===== config.mk =====
export PLATFORM = sky130hd
export DESIGN_NAME = load_store_unit
export DESIGN_NICKNAME = d
export VERILOG_FILES = /design/src/rtl/load_store_unit.sv
export SDC_FILE = /design/constraint.sdc
export NUM_CORES = 1
export LEC_CHECK = 0
export ABC_AREA = 0
export BUFFER_PORTS_ARGS = -buffer_cell sky130_fd_sc_hd__buf_2
export CORE_ASPECT_RATIO = 1.25
export CORE_UTILIZATION = 53
export DETAILED_ROUTE_END_ITERATION = 10
export PLACE_DENSITY = 0.93
export REMOVE_ABC_BUFFERS = 1
export SETUP_SLACK_MARGIN = 0.2
export SLEW_MARGIN = 25
export SYNTH_ARGS = -nofsm -noshare
export SYNTH_HDL_FRONTEND = slang
export SYNTH_SLANG_ARGS = --single-unit
export TNS_END_PERCENT = 30

===== constraint.sdc =====
create_clock -name i_clk -period 5.4 [get_ports i_clk]
set_clock_uncertainty 0.15 [all_clocks]
set_input_delay 1.62 -clock i_clk [delete_from_list [all_inputs] [get_ports i_clk]]
set_output_delay 1.62 -clock i_clk [all_outputs]
set_load 0.05 [all_outputs]

===== src/rtl/load_store_unit.sv =====
// Load/store initiator for a registered byte-lane data memory; splits or traps misaligned accesses.
// Latency: accept -> o_resp_valid in 2N+1 cycles for an N-beat access, 1 cycle for trapped/illegal requests.
// Backpressure: one request in flight; o_req_ready only in IDLE, response held in RESP until i_resp_ready.
//
// Ports:
//   i_clk, i_reset_n                 clock (rising edge), async active-low reset
//   i_req_*  / o_req_ready           request from execute: op {store, unsigned, size}, addr, wdata, tag
//   o_resp_* / i_resp_ready          response: extended load data, echoed tag, error code
//   o_mem_*                          memory address, write data, write mask (N/B/H/W), read mask (W/HZ/BZ/HE/BE)
//   i_mem_rd_data, i_mem_err_*       registered memory read data and error flags (one cycle after address)
module load_store_unit #(
    parameter bit          SPLIT_MISALIGNED = 1'b1,
    parameter logic [31:0] ADDR_LIMIT       = 32'h1000
) (
    input  logic        i_clk,
    input  logic        i_reset_n,
    input  logic        i_req_valid,
    output logic        o_req_ready,
    input  logic [3:0]  i_req_op,
    input  logic [31:0] i_req_addr,
    input  logic [31:0] i_req_wdata,
    input  logic [4:0]  i_req_tag,
    output logic        o_resp_valid,
    input  logic        i_resp_ready,
    output logic [31:0] o_resp_data,
    output logic [4:0]  o_resp_tag,
    output logic [1:0]  o_resp_err,
    output logic [31:0] o_mem_address,
    output logic [31:0] o_mem_wr_data,
    output logic [1:0]  o_mem_wr_mask,
    output logic [2:0]  o_mem_rd_mask,
    input  logic [31:0] i_mem_rd_data,
    input  logic        i_mem_err_misal,
    input  logic        i_mem_err_rdmask
);

    typedef enum logic [1:0] {
        S_IDLE    = 2'd0,
        S_ISSUE   = 2'd1,
        S_CAPTURE = 2'd2,
        S_RESP    = 2'd3
    } state_t;

    // Memory mask encodings
    localparam logic [1:0] WR_N  = 2'd0;
    localparam logic [1:0] WR_B  = 2'd1;
    localparam logic [1:0] WR_H  = 2'd2;
    localparam logic [1:0] WR_W  = 2'd3;
    localparam logic [2:0] RD_W  = 3'd0;
    localparam logic [2:0] RD_HZ = 3'd1;
    localparam logic [2:0] RD_BZ = 3'd2;
    localparam logic [2:0] RD_HE = 3'd3;
    localparam logic [2:0] RD_BE = 3'd4;

    state_t      state_q, state_d;
    logic [3:0]  op_q, op_d;
    logic [31:0] addr_q, addr_d;
    logic [31:0] wdata_q, wdata_d;
    logic [4:0]  tag_q, tag_d;
    logic        split_q, split_d;
    logic [1:0]  beat_q, beat_d;
    logic [1:0]  last_beat_q, last_beat_d;
    logic [31:0] buf_q, buf_d;
    logic [31:0] resp_data_q, resp_data_d;
    logic [1:0]  resp_err_q, resp_err_d;

    // Request classification
    logic        req_acc;
    logic [1:0]  req_size;
    logic [32:0] req_last_byte;
    logic        req_illegal;
    logic        req_range_err;
    logic        req_misal;

    // Capture-side helpers
    logic [31:0] buf_fill;
    logic [31:0] buf_ext;
    logic [31:0] load_result;
    logic        mem_flag;

    assign req_acc = i_req_valid && o_req_ready;

    always_comb begin
        req_size    = i_req_op[1:0];
        req_illegal = (req_size == 2'd3);
        // 33-bit sum so an access that wraps past 0xFFFFFFFF still counts as out of range
        case (req_size)
            2'd1:    req_last_byte = {1'b0, i_req_addr} + 33'd1;
            2'd2:    req_last_byte = {1'b0, i_req_addr} + 33'd3;
            default: req_last_byte = {1'b0, i_req_addr};
        endcase
        req_range_err = (req_last_byte >= {1'b0, ADDR_LIMIT});
        req_misal     = ((req_size == 2'd1) && i_req_addr[0]) ||
                        ((req_size == 2'd2) && (i_req_addr[1:0] != 2'b00));
    end

    // Next-state logic
    always_comb begin
        state_d = state_q;
        case (state_q)
            S_IDLE: begin
                if (req_acc) begin
                    if (req_illegal || req_range_err || (req_misal && !SPLIT_MISALIGNED)) begin
                        state_d = S_RESP;
                    end else begin
                        state_d = S_ISSUE;
                    end
                end
            end
            S_ISSUE:   state_d = S_CAPTURE;
            S_CAPTURE: state_d = (beat_q == last_beat_q) ? S_RESP : S_ISSUE;
            S_RESP:    if (i_resp_ready) state_d = S_IDLE;
            default:   state_d = S_IDLE;
        endcase
    end

    // Split-load assembly: merge the current byte, then extend per size/signedness
    always_comb begin
        buf_fill = buf_q;
        buf_fill[{beat_q, 3'b000} +: 8] = i_mem_rd_data[7:0];
        case (op_q[1:0])
            2'd0:    buf_ext = op_q[2] ? {24'd0, buf_fill[7:0]}  : {{24{buf_fill[7]}}, buf_fill[7:0]};
            2'd1:    buf_ext = op_q[2] ? {16'd0, buf_fill[15:0]} : {{16{buf_fill[15]}}, buf_fill[15:0]};
            default: buf_ext = buf_fill;
        endcase
        // Aligned loads are already extended by the memory via the read mask
        load_result = split_q ? buf_ext : i_mem_rd_data;
        mem_flag    = i_mem_err_misal || i_mem_err_rdmask;
    end

    // Datapath next values
    always_comb begin
        op_d        = op_q;
        addr_d      = addr_q;
        wdata_d     = wdata_q;
        tag_d       = tag_q;
        split_d     = split_q;
        beat_d      = beat_q;
        last_beat_d = last_beat_q;
        buf_d       = buf_q;
        resp_data_d = resp_data_q;
        resp_err_d  = resp_err_q;
        case (state_q)
            S_IDLE: begin
                if (req_acc) begin
                    op_d        = i_req_op;
                    addr_d      = i_req_addr;
                    wdata_d     = i_req_wdata;
                    tag_d       = i_req_tag;
                    split_d     = req_misal;
                    beat_d      = 2'd0;
                    last_beat_d = req_misal ? ((req_size == 2'd1) ? 2'd1 : 2'd3) : 2'd0;
                    buf_d       = 32'd0;
                    resp_data_d = 32'd0;
                    if (req_illegal || req_range_err) begin
                        resp_err_d = 2'd3;
                    end else if (req_misal && !SPLIT_MISALIGNED) begin
                        resp_err_d = 2'd1;
                    end else begin
                        resp_err_d = 2'd0;
                    end
                end
            end
            S_CAPTURE: begin
                if (split_q) buf_d = buf_fill;
                // Sticky: a flag on any beat marks the whole access, remaining beats still run
                if (mem_flag) resp_err_d = 2'd2;
                if (beat_q != last_beat_q) begin
                    beat_d = beat_q + 2'd1;
                end else begin
                    resp_data_d = (op_q[3] || mem_flag || (resp_err_q == 2'd2)) ? 32'd0 : load_result;
                end
            end
            default: ;
        endcase
    end

    // State and datapath registers
    always_ff @(posedge i_clk or negedge i_reset_n) begin
        if (!i_reset_n) begin
            state_q     <= S_IDLE;
            op_q        <= 4'd0;
            addr_q      <= 32'd0;
            wdata_q     <= 32'd0;
            tag_q       <= 5'd0;
            split_q     <= 1'b0;
            beat_q      <= 2'd0;
            last_beat_q <= 2'd0;
            buf_q       <= 32'd0;
            resp_data_q <= 32'd0;
            resp_err_q  <= 2'd0;
        end else begin
            state_q     <= state_d;
            op_q        <= op_d;
            addr_q      <= addr_d;
            wdata_q     <= wdata_d;
            tag_q       <= tag_d;
            split_q     <= split_d;
            beat_q      <= beat_d;
            last_beat_q <= last_beat_d;
            buf_q       <= buf_d;
            resp_data_q <= resp_data_d;
            resp_err_q  <= resp_err_d;
        end
    end

    // Outputs: memory side is decoded only from registers, so a reset drops the masks at once
    always_comb begin
        o_req_ready   = (state_q == S_IDLE) && i_reset_n;
        o_resp_valid  = (state_q == S_RESP);
        o_resp_data   = resp_data_q;
        o_resp_tag    = tag_q;
        o_resp_err    = resp_err_q;
        o_mem_address = split_q ? (addr_q + {30'd0, beat_q}) : addr_q;
        o_mem_wr_data = split_q ? {24'd0, wdata_q[{beat_q, 3'b000} +: 8]} : wdata_q;
        o_mem_wr_mask = WR_N;
        o_mem_rd_mask = RD_W;
        if (state_q == S_ISSUE) begin
            if (op_q[3]) begin
                if (split_q) begin
                    o_mem_wr_mask = WR_B;
                end else begin
                    case (op_q[1:0])
                        2'd0:    o_mem_wr_mask = WR_B;
                        2'd1:    o_mem_wr_mask = WR_H;
                        2'd2:    o_mem_wr_mask = WR_W;
                        default: o_mem_wr_mask = WR_N;
                    endcase
                end
            end else begin
                if (split_q) begin
                    o_mem_rd_mask = RD_BZ;
                end else begin
                    case (op_q[1:0])
                        2'd0:    o_mem_rd_mask = op_q[2] ? RD_BZ : RD_BE;
                        2'd1:    o_mem_rd_mask = op_q[2] ? RD_HZ : RD_HE;
                        default: o_mem_rd_mask = RD_W;
                    endcase
                end
            end
        end
    end

endmodule


==> out/qor.txt, run 1 <==
Clock Tree Buf Depth: 2
Post-synthesis cell type count: 57
Clock buffer count from CTS: 17
Psw: 2950 uW
DRC: 10
Final Critical Period: 4.942 ns
DR pass1 iterations: 8
Mean area per synthesized cell: 8.685 um^2
Mapped Area: 8034 um^2
Initial Utilization: 55.06%
GPL Wtd Cong: 0.8577
Reg clk slew, reported paths: 0.06 ns
Setup CP Type: flop to primary output
Gr usage total: 28.48%
Antenna Nets Post-Route: 0
Worst slew pin tran: 0.8651 ns
Vias: 7645
Total routed wirelength: 22200 um
PwrDens: 603.0 nW/um^2
Antenna violations before repair: 0
FFs w/ async S/R, synth: 100.0%
Comb power frac: 51.1%
Postcts setup bufs: 0
Max cap viols: 0
Clk_lat worst skew: 0.42 ns
CTS tree: done
Rows: 49
Worst hold-check path type: flop to flop
DP HPWL: 15710 um
Remaining global-route overflow: 0
Placeable core area: 14590 um^2
Root Buffer: clkbuf_16
Number of H-tree levels: 4
Syn Inst Count: 925
Top Ports: 221
Internal Power: 2998 uW
Final period util: 91.53%
Predominant post-synthesis flop cell: dfrtp_1
Yosys reg bits: 145
Outcome: finished with violations
Crit path max fanout: 7
Final Hold Viols: 0
First-pass GRT wire length: 35580 um
CP endpoint kind: primary output
Yosys warnings: 0
Fmax: 202.3 MHz
Pin count of the biggest net entering global routing: 81
Setup_tns: 0 ns
Clock power frac: 20.3%
Drt first-iter violations: 517
Via density: 5.840
Die ar.: 15660 um^2
Crit path required time: 3.63 ns
Input/output buffers: 220
Max Slew Vio Count: 0
Post-synthesis sequential area ratio: 45.16%
Violated checks: DRC
Vert. Die Dim: 139.7 um
Vias in the first global route: 7359
Critical Path Start Type: flop
Sw Share: 49.60%
Average wire per standard cell: 16.96 um
RSZ-0062 raised after global routing: no
IR drop worst, VDD: 0.4718 mV
Sink Count: 145
Final count of negative-setup-slack endpoints: 0
Leakage: 0.004966 uW
Final #Nets: 1247
EDFF count, synth: 0
Die width: 112.1 um
Antenna Cells: 0
Worst Setup Slack, final: 0.4576 ns
Rel. slew slack: 42.32%
Synth-to-Final Area Change: 22.78%
Worst slack at placement: 0.7322 ns
Sequential Power Share: 28.5%
CP arrival: 3.17 ns
Layout cell share with drive strength beyond 1: 25.55%
==> sequential cells by signal (all words and copies together) (netlist names), 4 cells and up <==
signal and flops:
o_resp_tag 5, buf_q 32, o_resp_data 32, addr_q 32
op_q 4, wdata_q 32
==> stage by stage <==
step                      utilization, %  power (uW)  area [um^2]  instances  hold WS, ns
after floorplan                        -        3916         7809        868       0.3043
after global placement             63.30        4624         9236       1278       0.3067
after detailed placement           63.30        4709         9236       1278       0.3076
after CTS                          67.44        5933         9841       1309       0.3228
after global routing               67.60        6268         9864       1309       0.3444
final                              67.60        5948         9864       1309       0.3233
==> layout by cell type, fill, tap and decap left out, types with 14 or more instances in the layout <==
master	netlist	final
o21ai_0	55	55
nand2_1	239	238
nor2b_1	34	33
ha_1	15	15
xnor2_1	28	28
a21oi_1	33	33
a221oi_1	16	16
nor2_1	23	22
dfrtp_1	145	143
o22ai_1	24	24
clkbuf_16	0	17
inv_1	37	37
nand4_1	14	14
a22o_1	46	46
nand3_1	29	29
buf_2	3	219
==> synth_stat cells, types with 3 or more instances <==
master     count  area [um^2]
a21o_1         3        22.52
a21oi_1       33        165.2
a221oi_1      16        140.1
a22o_1        46        402.9
a22oi_1        7        52.55
and2_1         9        56.30
and3_1        13        81.33
and4_1         5        43.79
buf_1         13        48.80
buf_2          3        15.01
clkbuf_1      40        150.1
clkinv_1       3        11.26
dfrtp_1      145         3628
ha_1          15        187.7
inv_1         37        138.9
mux2_2        10        112.6
nand2_1      239        897.1
nand2b_1       6        37.54
nand3_1       29        145.1
nand4_1       14        87.58
nor2_1        23        86.33
nor2b_1       34        212.7
nor3_1         8        40.04
nor3b_1        4        30.03
nor4_1         4        25.02
nor4_2         4        50.05
nor4b_1        3        26.28
o2111ai_1      4        35.03
o211ai_1       8        60.06
o21ai_0       55        275.3
o21ai_1        3        15.01
o22ai_1       24        150.1
o31ai_1        3        22.52
xnor2_1       28        245.2
xor2_1         8        70.07
==> final timing paths <==
kind / start / end / slack, ns / cells after the start
max: beat_q[1] / o_mem_address[28] / 0.46 / 11
min: o_resp_tag[0] / o_resp_tag[0] / 0.32 / 2
max reg2reg: beat_q[0] / o_resp_data[29] / 1.94 / 10
min reg2reg: o_resp_tag[0] / o_resp_tag[0] / 0.32 / 2
max in group asynchronous: i_reset_n / buf_q[30] / 2.62 / 3
min in group asynchronous: i_reset_n / beat_q[1] / 1.26 / 2
==> area by class of cell <==
| class | count | area [um^2] |
|---|---|---|
| Clock inverter | 9 | 130.1 |
| Fill cell | 1169 | 4727 |
| Sequential cell | 145 | 3631 |
| Inverter | 40 | 150.1 |
| Multi-Input combinational cell | 683 | 4055 |
| Clock buffer | 22 | 474.2 |
| Tap cell | 178 | 222.7 |
| Timing Repair Buffer | 232 | 1201 |
==> cell families after synthesis <==
family	Yosys count	share of synthesized area, %
simple gates	406	23.94
buf+inv	97	4.672
fa+ha+maj	17	2.834
mux	11	1.526
flops	145	45.16
xor+xnor	36	3.925
compound gates	213	17.94
==> what timing repair did <==
item / CTS / global route
resized for setup: 0 / 2
setup endpoints to repair: 0 / 2
hold endpoints to repair: 0 / 0
hold buffers: 0 / 0
==> layer usage <==
metal | GRT usage [%] | up-vias | share of wire [%]
met4 | 12.07 | 0 | 3.3
met5 | 0 | - | 0
met1 | 34.81 | 3636 | 40
li1 | - | 3600 | -
met3 | 6.185 | 66 | 6.7
met2 | 48.51 | 343 | 50
==> power by group through the flow <==
stage	sequential [uW]	combinational (uW)	clock (uW)
floorplan	1830	2080	0
global placement	1690	2940	0
detailed placement	1700	3000	0
CTS	1690	3020	1220
global route	1740	3260	1260
finish	1700	3040	1210
==> critical path, cell delays in order, from the launching register on <==
cell and delay [ns]:
dfrtp_2 0.43, clkinv_1 0.13, fa_1 0.45, nor2b_2 0.23, nand2_1 0.14, nor3_1 0.21
buf_4 0.17, and3_1 0.23, and3_1 0.21, nand2_1 0.08, xnor2_1 0.18, buf_2 0.29
(Power assumes the default switching activity.)
==> run 2: changes to the inputs <==
- CAP_MARGIN: default -> 20
- CORE_UTILIZATION: 53 -> 55
- CTS_BUF_LIST: default -> sky130_fd_sc_hd__clkbuf_4 sky130_fd_sc_hd__clkbuf_8
- PLACE_DENSITY: 0.93 -> 0.95
==> run 2 against run 1 <==
The flow now finishes without violations. Cell count hardly changed. Via count is the same. Sequential share of layout area rose by 0.81 points. Sequential cell count unchanged. Total power down 6.5%. Worst hold slack better by 0.0053 ns. Non-clock buffer count unchanged. Core utilization is 0.32 points lower. Combinational power decreased by 1%. Routed wire length down 4.5%. Setup slack got worse by 0.060 ns.
==> out/qor.txt, run 2 (synthesis gave the netlist of run 1 again) <==
Antenna violations before repair: 0 (unchanged)
Leakage: 0.004859 uW (was 0.004966 uW)
DR pass1 iterations: 5 (was 8)
Postcts setup bufs: 0 (unchanged)
CP endpoint kind: primary output (unchanged)
Internal Power: 2666 uW (was 2998 uW)
Average wire per standard cell: 16.19 um (was 16.96 um)
Sink Count: 145 (unchanged)
Rows: 49 (unchanged)
Psw: 2893 uW (was 2950 uW)
Die ar.: 15100 um^2 (was 15660 um^2)
Worst hold-check path type: flop to flop (unchanged)
Reg clk slew, reported paths: 0.08 ns (was 0.06 ns)
Layout Utilization: 67.29% (was 67.60%)
RSZ-0062 raised after global routing: yes (was no)
Clock buffer count from CTS: 17 (unchanged)
DRC: 0 (was 10)
Rel. slew slack: 42.03% (was 42.32%)
Die width: 110.1 um (was 112.1 um)
Vias in the first global route: 6961 (was 7359)
Final cell count without fillers: 1310 (was 1309)
CP bufs+invs: 3 (unchanged)
Worst hold slack: 0.3285 ns (was 0.3233 ns)
Cell total after placement: 1278 (unchanged)
Commonest non-fill, non-tap cell in the layout: nand2_1 (unchanged)
Initial Utilization: 56.00% (was 55.06%)
Drt first-iter violations: 415 (was 517)
Crit path largest cell delay: 0.45 ns (about the same)
Outcome: finished, final reports clean (was finished with violations)
Max cap viols: 0 (unchanged)
Vert. Die Dim: 137.1 um (was 139.7 um)
IR drop worst, VDD: 0.5507 mV (was 0.4718 mV)
Via density: 5.836 (was 5.840)
Sequential Power Share: 30.4% (was 28.5%)
Top Ports: 221 (unchanged)
Setup CP Type: flop to primary output (unchanged)
Final #Nets: 1247 (unchanged)
Worst slack at placement: 0.7019 ns (was 0.7322 ns)
Crit path max fanout: 7 (unchanged)
CTS Hold Bufs: 0 (unchanged)
Final Hold Viols: 0 (unchanged)
Commonest cells after routing, fill and taps aside: 238 x nand2_1, 218 x buf_2, 143 x dfrtp_1 (was 238 x nand2_1, 219 x buf_2, 143 x dfrtp_1)
Critical Path Start Type: flop (unchanged)
First-pass GRT wire length: 33240 um (was 35580 um)
Fmax: 199.9 MHz (was 202.3 MHz)
Placeable core area: 14350 um^2 (was 14590 um^2)
CTS tree: done (unchanged)
Root Buffer: clkbuf_8 (was clkbuf_16)
CP delay by family, top: simple AND/OR/NAND/NOR gates (unchanged)
Input/output buffers: 220 (unchanged)
Worst Setup Slack, final: 0.3974 ns (was 0.4576 ns)
Cell-by-cell trace of the critical path: clkinv_1 -> fa_1 -> nor2b_2 -> nand2_1 -> nor3_1 -> buf_4 -> and3_1 -> and3_1 -> nand4_1 -> xnor2_1 -> clkbuf_4 (was clkinv_1 -> fa_1 -> nor2b_2 -> nand2_1 -> nor3_1 -> buf_4 -> and3_1 -> and3_1 -> nand2_1 -> xnor2_1 -> buf_2)
Fillers: 1144 (was 1169)
Slowest CP cell: dfrtp_2 (was fa_1)
R2R setup slack: 2.02 ns (was 1.94 ns)
Sw Share: 52.04% (was 49.60%)
Final Critical Period: 5.003 ns (was 4.942 ns)
Total routed wirelength: 21210 um (was 22200 um)
Crit path required time: 3.63 ns (about the same)
PwrDens: 575.9 nW/um^2 (was 603.0 nW/um^2)
Clock Tree Buf Depth: 2 (unchanged)
Gr usage total: 28.77% (was 28.48%)
DP HPWL: 15280 um (was 15710 um)
Final period util: 92.64% (was 91.53%)
Synth-to-Final Area Change: 20.15% (was 22.78%)
Remaining global-route overflow: 0 (unchanged)
Layout cell share with drive strength beyond 1: 25.88% (was 25.55%)
Worst slew pin tran: 0.8695 ns (was 0.8651 ns)
Clk_lat worst skew: 0.46 ns (was 0.42 ns)
Antenna Cells: 0 (unchanged)
Number of H-tree levels: 4 (unchanged)
GPL Wtd Cong: 0.9381 (was 0.8577)
CP arrival: 3.23 ns (was 3.17 ns)
Antenna Nets Post-Route: 0 (unchanged)
Crit path top cell by count: and3_1
Comb power frac: 54.0% (was 51.1%)
Max Slew Vio Count: 0 (unchanged)
Final count of negative-setup-slack endpoints: 0 (unchanged)
Clock power frac: 15.6% (was 20.3%)
Vias: 7645 (unchanged)
Pin count of the biggest net entering global routing: 88 (was 81)
-- run 2: worst register-to-register path, stage by stage (launching register included) --
cell      delay (ns)
dfrtp_1         0.35
buf_4           0.34
inv_1           0.17
ha_1            0.41
and4b_1         0.35
a21oi_1         0.30
nand2b_1        0.15
a21oi_1         0.07
o21ai_2         0.55
o22ai_1         0.20
a22o_1          0.24
-- run 2: through the flow --
| stage | cell area (um^2) | total power, uW | TNS [ns] |
|---|---|---|---|
| floorplan | 7809 | 3916 | -0.7582 |
| global placement | 9236 | 4622 | 0 |
| detailed placement | 9236 | 4696 | 0 |
| CTS | 9634 | 5569 | 0 |
| global route | 9653 | 5898 | 0 |
| finish | 9653 | 5559 | 0 |
-- run 2: per-layer routing --
metal	GRT usage (%)	vias to the layer above	wire [um]
met4	14.40	0	778
met5	0	-	0
met2	47.88	351	10580
met3	6.095	64	1568
li1	-	3611	-
met1	35.06	3619	8284
-- run 2: worst paths after layout --
check                                 from  cells past startpoint           endpoint
setup / recovery                 beat_q[1]                     11  o_mem_address[30]
min in group asynchronous        i_reset_n                      2         wdata_q[5]
hold / removal             o_resp_data[13]                      2    o_resp_data[13]
max in group asynchronous        i_reset_n                      3     o_resp_data[3]
setup reg to reg                 beat_q[0]                     10    o_resp_data[17]
hold reg to reg            o_resp_data[13]                      2    o_resp_data[13]
-- run 2: cell type report --
cell class / count / area, um^2 / area share, %
multi-input combinational: 683 / 4049 / 41.94
sequential: 145 / 3631 / 37.62
timing repair buffer: 232 / 1204 / 12.47
clock buffer: 20 / 262.8 / 2.722
tap: 178 / 222.7 / 2.307
inverter: 40 / 150.1 / 1.555
clock inverter: 12 / 133.9 / 1.387
-- run 2: timing repair --
item	CTS	global route
hold endpoints to repair	0	0
endpoints found under the setup margin	1	4
gates resized for setup	1	3
cloned	0	0
-- run 2: power by group through the flow --
stage               combinational [uW]  sequential (uW)  clock (uW)
global route                      3230             1740         927
floorplan                         2080             1830           0
CTS                               3000             1690         883
detailed placement                2990             1710           0
global placement                  2940             1690           0
finish                            3000             1690         866
==> run 3: changes to the inputs <==
- CELL_PAD_IN_SITES_DETAIL_PLACEMENT: default -> 2
- CELL_PAD_IN_SITES_GLOBAL_PLACEMENT: default -> 2
- CORE_UTILIZATION: 55 -> 32
- SLEW_MARGIN: 25 -> 20
==> run 3 against run 2 <==
Combinational power increased by 6%. Via count grew 2.2%. Total power is 2.9% higher. Setup slack improved by 0.0050 ns. Clock-buffer cell count fell by 3. Core utilization fell by 27 points. Sequential power about the same. Highest routed layer is now met5. Global-route usage is 4.9 points lower. Die area up 71%.
==> out/qor.txt, run 3 (synthesis gave the netlist of run 1 again) <==
Outcome: finished, final reports clean (unchanged)
Sink Count: 145 (unchanged)
Commonest non-fill, non-tap cell in the layout: nand2_1 (unchanged)
First-pass GRT wire length: 46900 um (was 33240 um)
Max cap viols: 0 (unchanged)
DR pass1 iterations: 4 (was 5)
Remaining global-route overflow: 0 (unchanged)
Number of H-tree levels: 4 (unchanged)
Internal Power: 2574 uW (was 2666 uW)
Die width: 143.7 um (was 110.1 um)
Fillers: 2840 (was 1144)
Final period util: 92.55% (was 92.64%)
CP endpoint kind: primary output (unchanged)
Worst Setup Slack, final: 0.4024 ns (was 0.3974 ns)
Clock Tree Buf Depth: 2 (unchanged)
Initial Utilization: 32.68% (was 56.00%)
Setup CP Type: flop to primary output (unchanged)
Synth-to-Final Area Change: 22.49% (was 20.15%)
CP arrival: 3.23 ns (about the same)
Root Buffer: clkbuf_8 (unchanged)
Layout cell share with drive strength beyond 1: 26.08% (was 25.88%)
Sw Share: 54.99% (was 52.04%)
Total routed wirelength: 30210 um (was 21210 um)
Gr usage total: 23.85% (was 28.77%)
Final #Nets: 1250 (was 1247)
Hold_sp: o_resp_tag[2] (was o_resp_data[13])
Crit path largest cell delay: 0.47 ns (was 0.45 ns)
Max Slew Vio Count: 0 (unchanged)
Rel. slew slack: 31.71% (was 42.03%)
DP HPWL: 21980 um (was 15280 um)
Cell-by-cell trace of the critical path: ha_1 -> a21oi_1 -> nor2b_1 -> nor4b_1 -> buf_4 -> and3_1 -> nand3_1 -> nor2_1 -> xor2_1 -> buf_2 (was clkinv_1 -> fa_1 -> nor2b_2 -> nand2_1 -> nor3_1 -> buf_4 -> and3_1 -> and3_1 -> nand4_1 -> xnor2_1 -> clkbuf_4)
Commonest cells after routing, fill and taps aside: 238 x nand2_1, 218 x buf_2, 143 x dfrtp_1 (unchanged)
PwrDens: 581.1 nW/um^2 (was 575.9 nW/um^2)
Die ar.: 25750 um^2 (was 15100 um^2)
Psw: 3145 uW (was 2893 uW)
Placeable core area: 24580 um^2 (was 14350 um^2)
Antenna Nets Post-Route: 0 (unchanged)
Leakage: 0.004882 uW (was 0.004859 uW)
Worst hold-check path type: flop to flop (unchanged)
Clock power frac: 14.5% (was 15.6%)
Rows: 64 (was 49)
FF-to-FF Start: last_beat_q[0] (was beat_q[0])
Final Critical Period: 4.998 ns (was 5.003 ns)
Crit path required time: 3.63 ns (about the same)
RSZ-0062 raised after global routing: no (was yes)
Crit path from: beat_q[1] (unchanged)
GPL Wtd Cong: 0.8057 (was 0.9381)
Average wire per standard cell: 20.58 um (was 16.19 um)
Antenna violations before repair: 5 (was 0)
Vert. Die Dim: 179.2 um (was 137.1 um)
Worst slack at placement: 0.1654 ns (was 0.7019 ns)
Clk_lat worst skew: 0.45 ns (was 0.46 ns)
Reg clk slew, reported paths: 0.10 ns (was 0.08 ns)
Vias in the first global route: 8658 (was 6961)
Crit path max fanout: 7 (unchanged)
Sequential Power Share: 30.1% (was 30.4%)
CTS Hold Bufs: 0 (unchanged)
Clock buffer count from CTS: 17 (unchanged)
IR drop worst, VDD: 0.3294 mV (was 0.5507 mV)
DRC: 0 (unchanged)
Final count of negative-setup-slack endpoints: 0 (unchanged)
Slowest CP cell: dfrtp_2 (unchanged)
Via density: 5.324 (was 5.836)
CTS tree: done (unchanged)
Final Hold Viols: 0 (unchanged)
Drt first-iter violations: 361 (was 415)
Critical Path Start Type: flop (unchanged)
Vias: 7816 (was 7645)
Layout Utilization: 40.03% (was 67.29%)
Comb power frac: 55.4% (was 54.0%)
Input/output buffers: 220 (unchanged)
Fmax: 200.1 MHz (was 199.9 MHz)
Pin count of the biggest net entering global routing: 79 (was 88)
Worst slew pin tran: 1.024 ns (was 0.8695 ns)
Top Ports: 221 (unchanged)
[run 3: cell type report]
cell class / count / area (um^2) / share of cell area [%]
Tap cell: 330 / 412.9 / 4.196
Antenna cell: 3 / 7.507 / 0.07629
Sequential cell: 145 / 3631 / 36.90
Inverter: 40 / 150.1 / 1.526
Clock buffer: 17 / 234.0 / 2.378
Timing Repair Buffer: 235 / 1222 / 12.42
Clock inverter: 15 / 122.6 / 1.246
Multi-Input combinational cell: 683 / 4060 / 41.26
[run 3: repair_timing]
item | CTS | global route
buffers inserted | 0 | 1
gates resized for setup | 4 | 4
setup endpoints to repair | 6 | 3
pin swaps | 1 | 1
[run 3: final timing paths]
path | slack (ns) | to | depth (start not counted)
setup / recovery | 0.40 | o_mem_address[29] | 10
hold / removal | 0.33 | o_resp_tag[2] | 2
setup reg to reg | 2.01 | o_resp_data[16] | 9
hold reg to reg | 0.33 | o_resp_tag[2] | 2
max in group asynchronous | 2.30 | op_q[3] | 3
min in group asynchronous | 1.24 | wdata_q[17] | 2
[run 3: routing by layer]
| layer | track usage (%) | share of wire (%) | vias up | wire (um) |
|---|---|---|---|---|
| met1 | 26.04 | 39 | 3958 | 11860 |
| met3 | 4.834 | 4.2 | 62 | 1280 |
| met4 | 9.973 | 3.1 | 2 | 924 |
| li1 | - | - | 3604 | - |
| met5 | 0 | 0.033 | - | 10 |
| met2 | 44.34 | 53 | 190 | 16130 |
[run 3: worst max-delay path, delay by kind of cell, from the launching register on]
| family | cells | cell delay (ns) |
|---|---|---|
| fa+ha+maj | 1 | 0.30 |
| compound gates | 1 | 0.07 |
| flops | 1 | 0.47 |
| buf+inv | 2 | 0.50 |
| simple gates | 5 | 1.26 |
| xor+xnor | 1 | 0.19 |
[run 3: through the flow]
stage,cells,hold WS (ns),power [uW],TNS [ns],area (um^2)
detailed placement,1432,0.3196,4903,0,9442
CTS,1464,0.3429,5762,0,9813
global route,1467,0.3733,6052,0,9838
floorplan,868,0.3043,3916,-0.7582,7809
finish,1468,0.3346,5719,0,9841
global placement,1432,0.3068,4726,0,9442
[run 3: power by group through the flow]
stage | clock network, uW | logic, uW | registers [uW]
detailed placement | 0 | 3170 | 1740
floorplan | 0 | 2080 | 1830
global route | 888 | 3400 | 1770
global placement | 0 | 3030 | 1690
CTS | 849 | 3190 | 1720
finish | 831 | 3170 | 1720
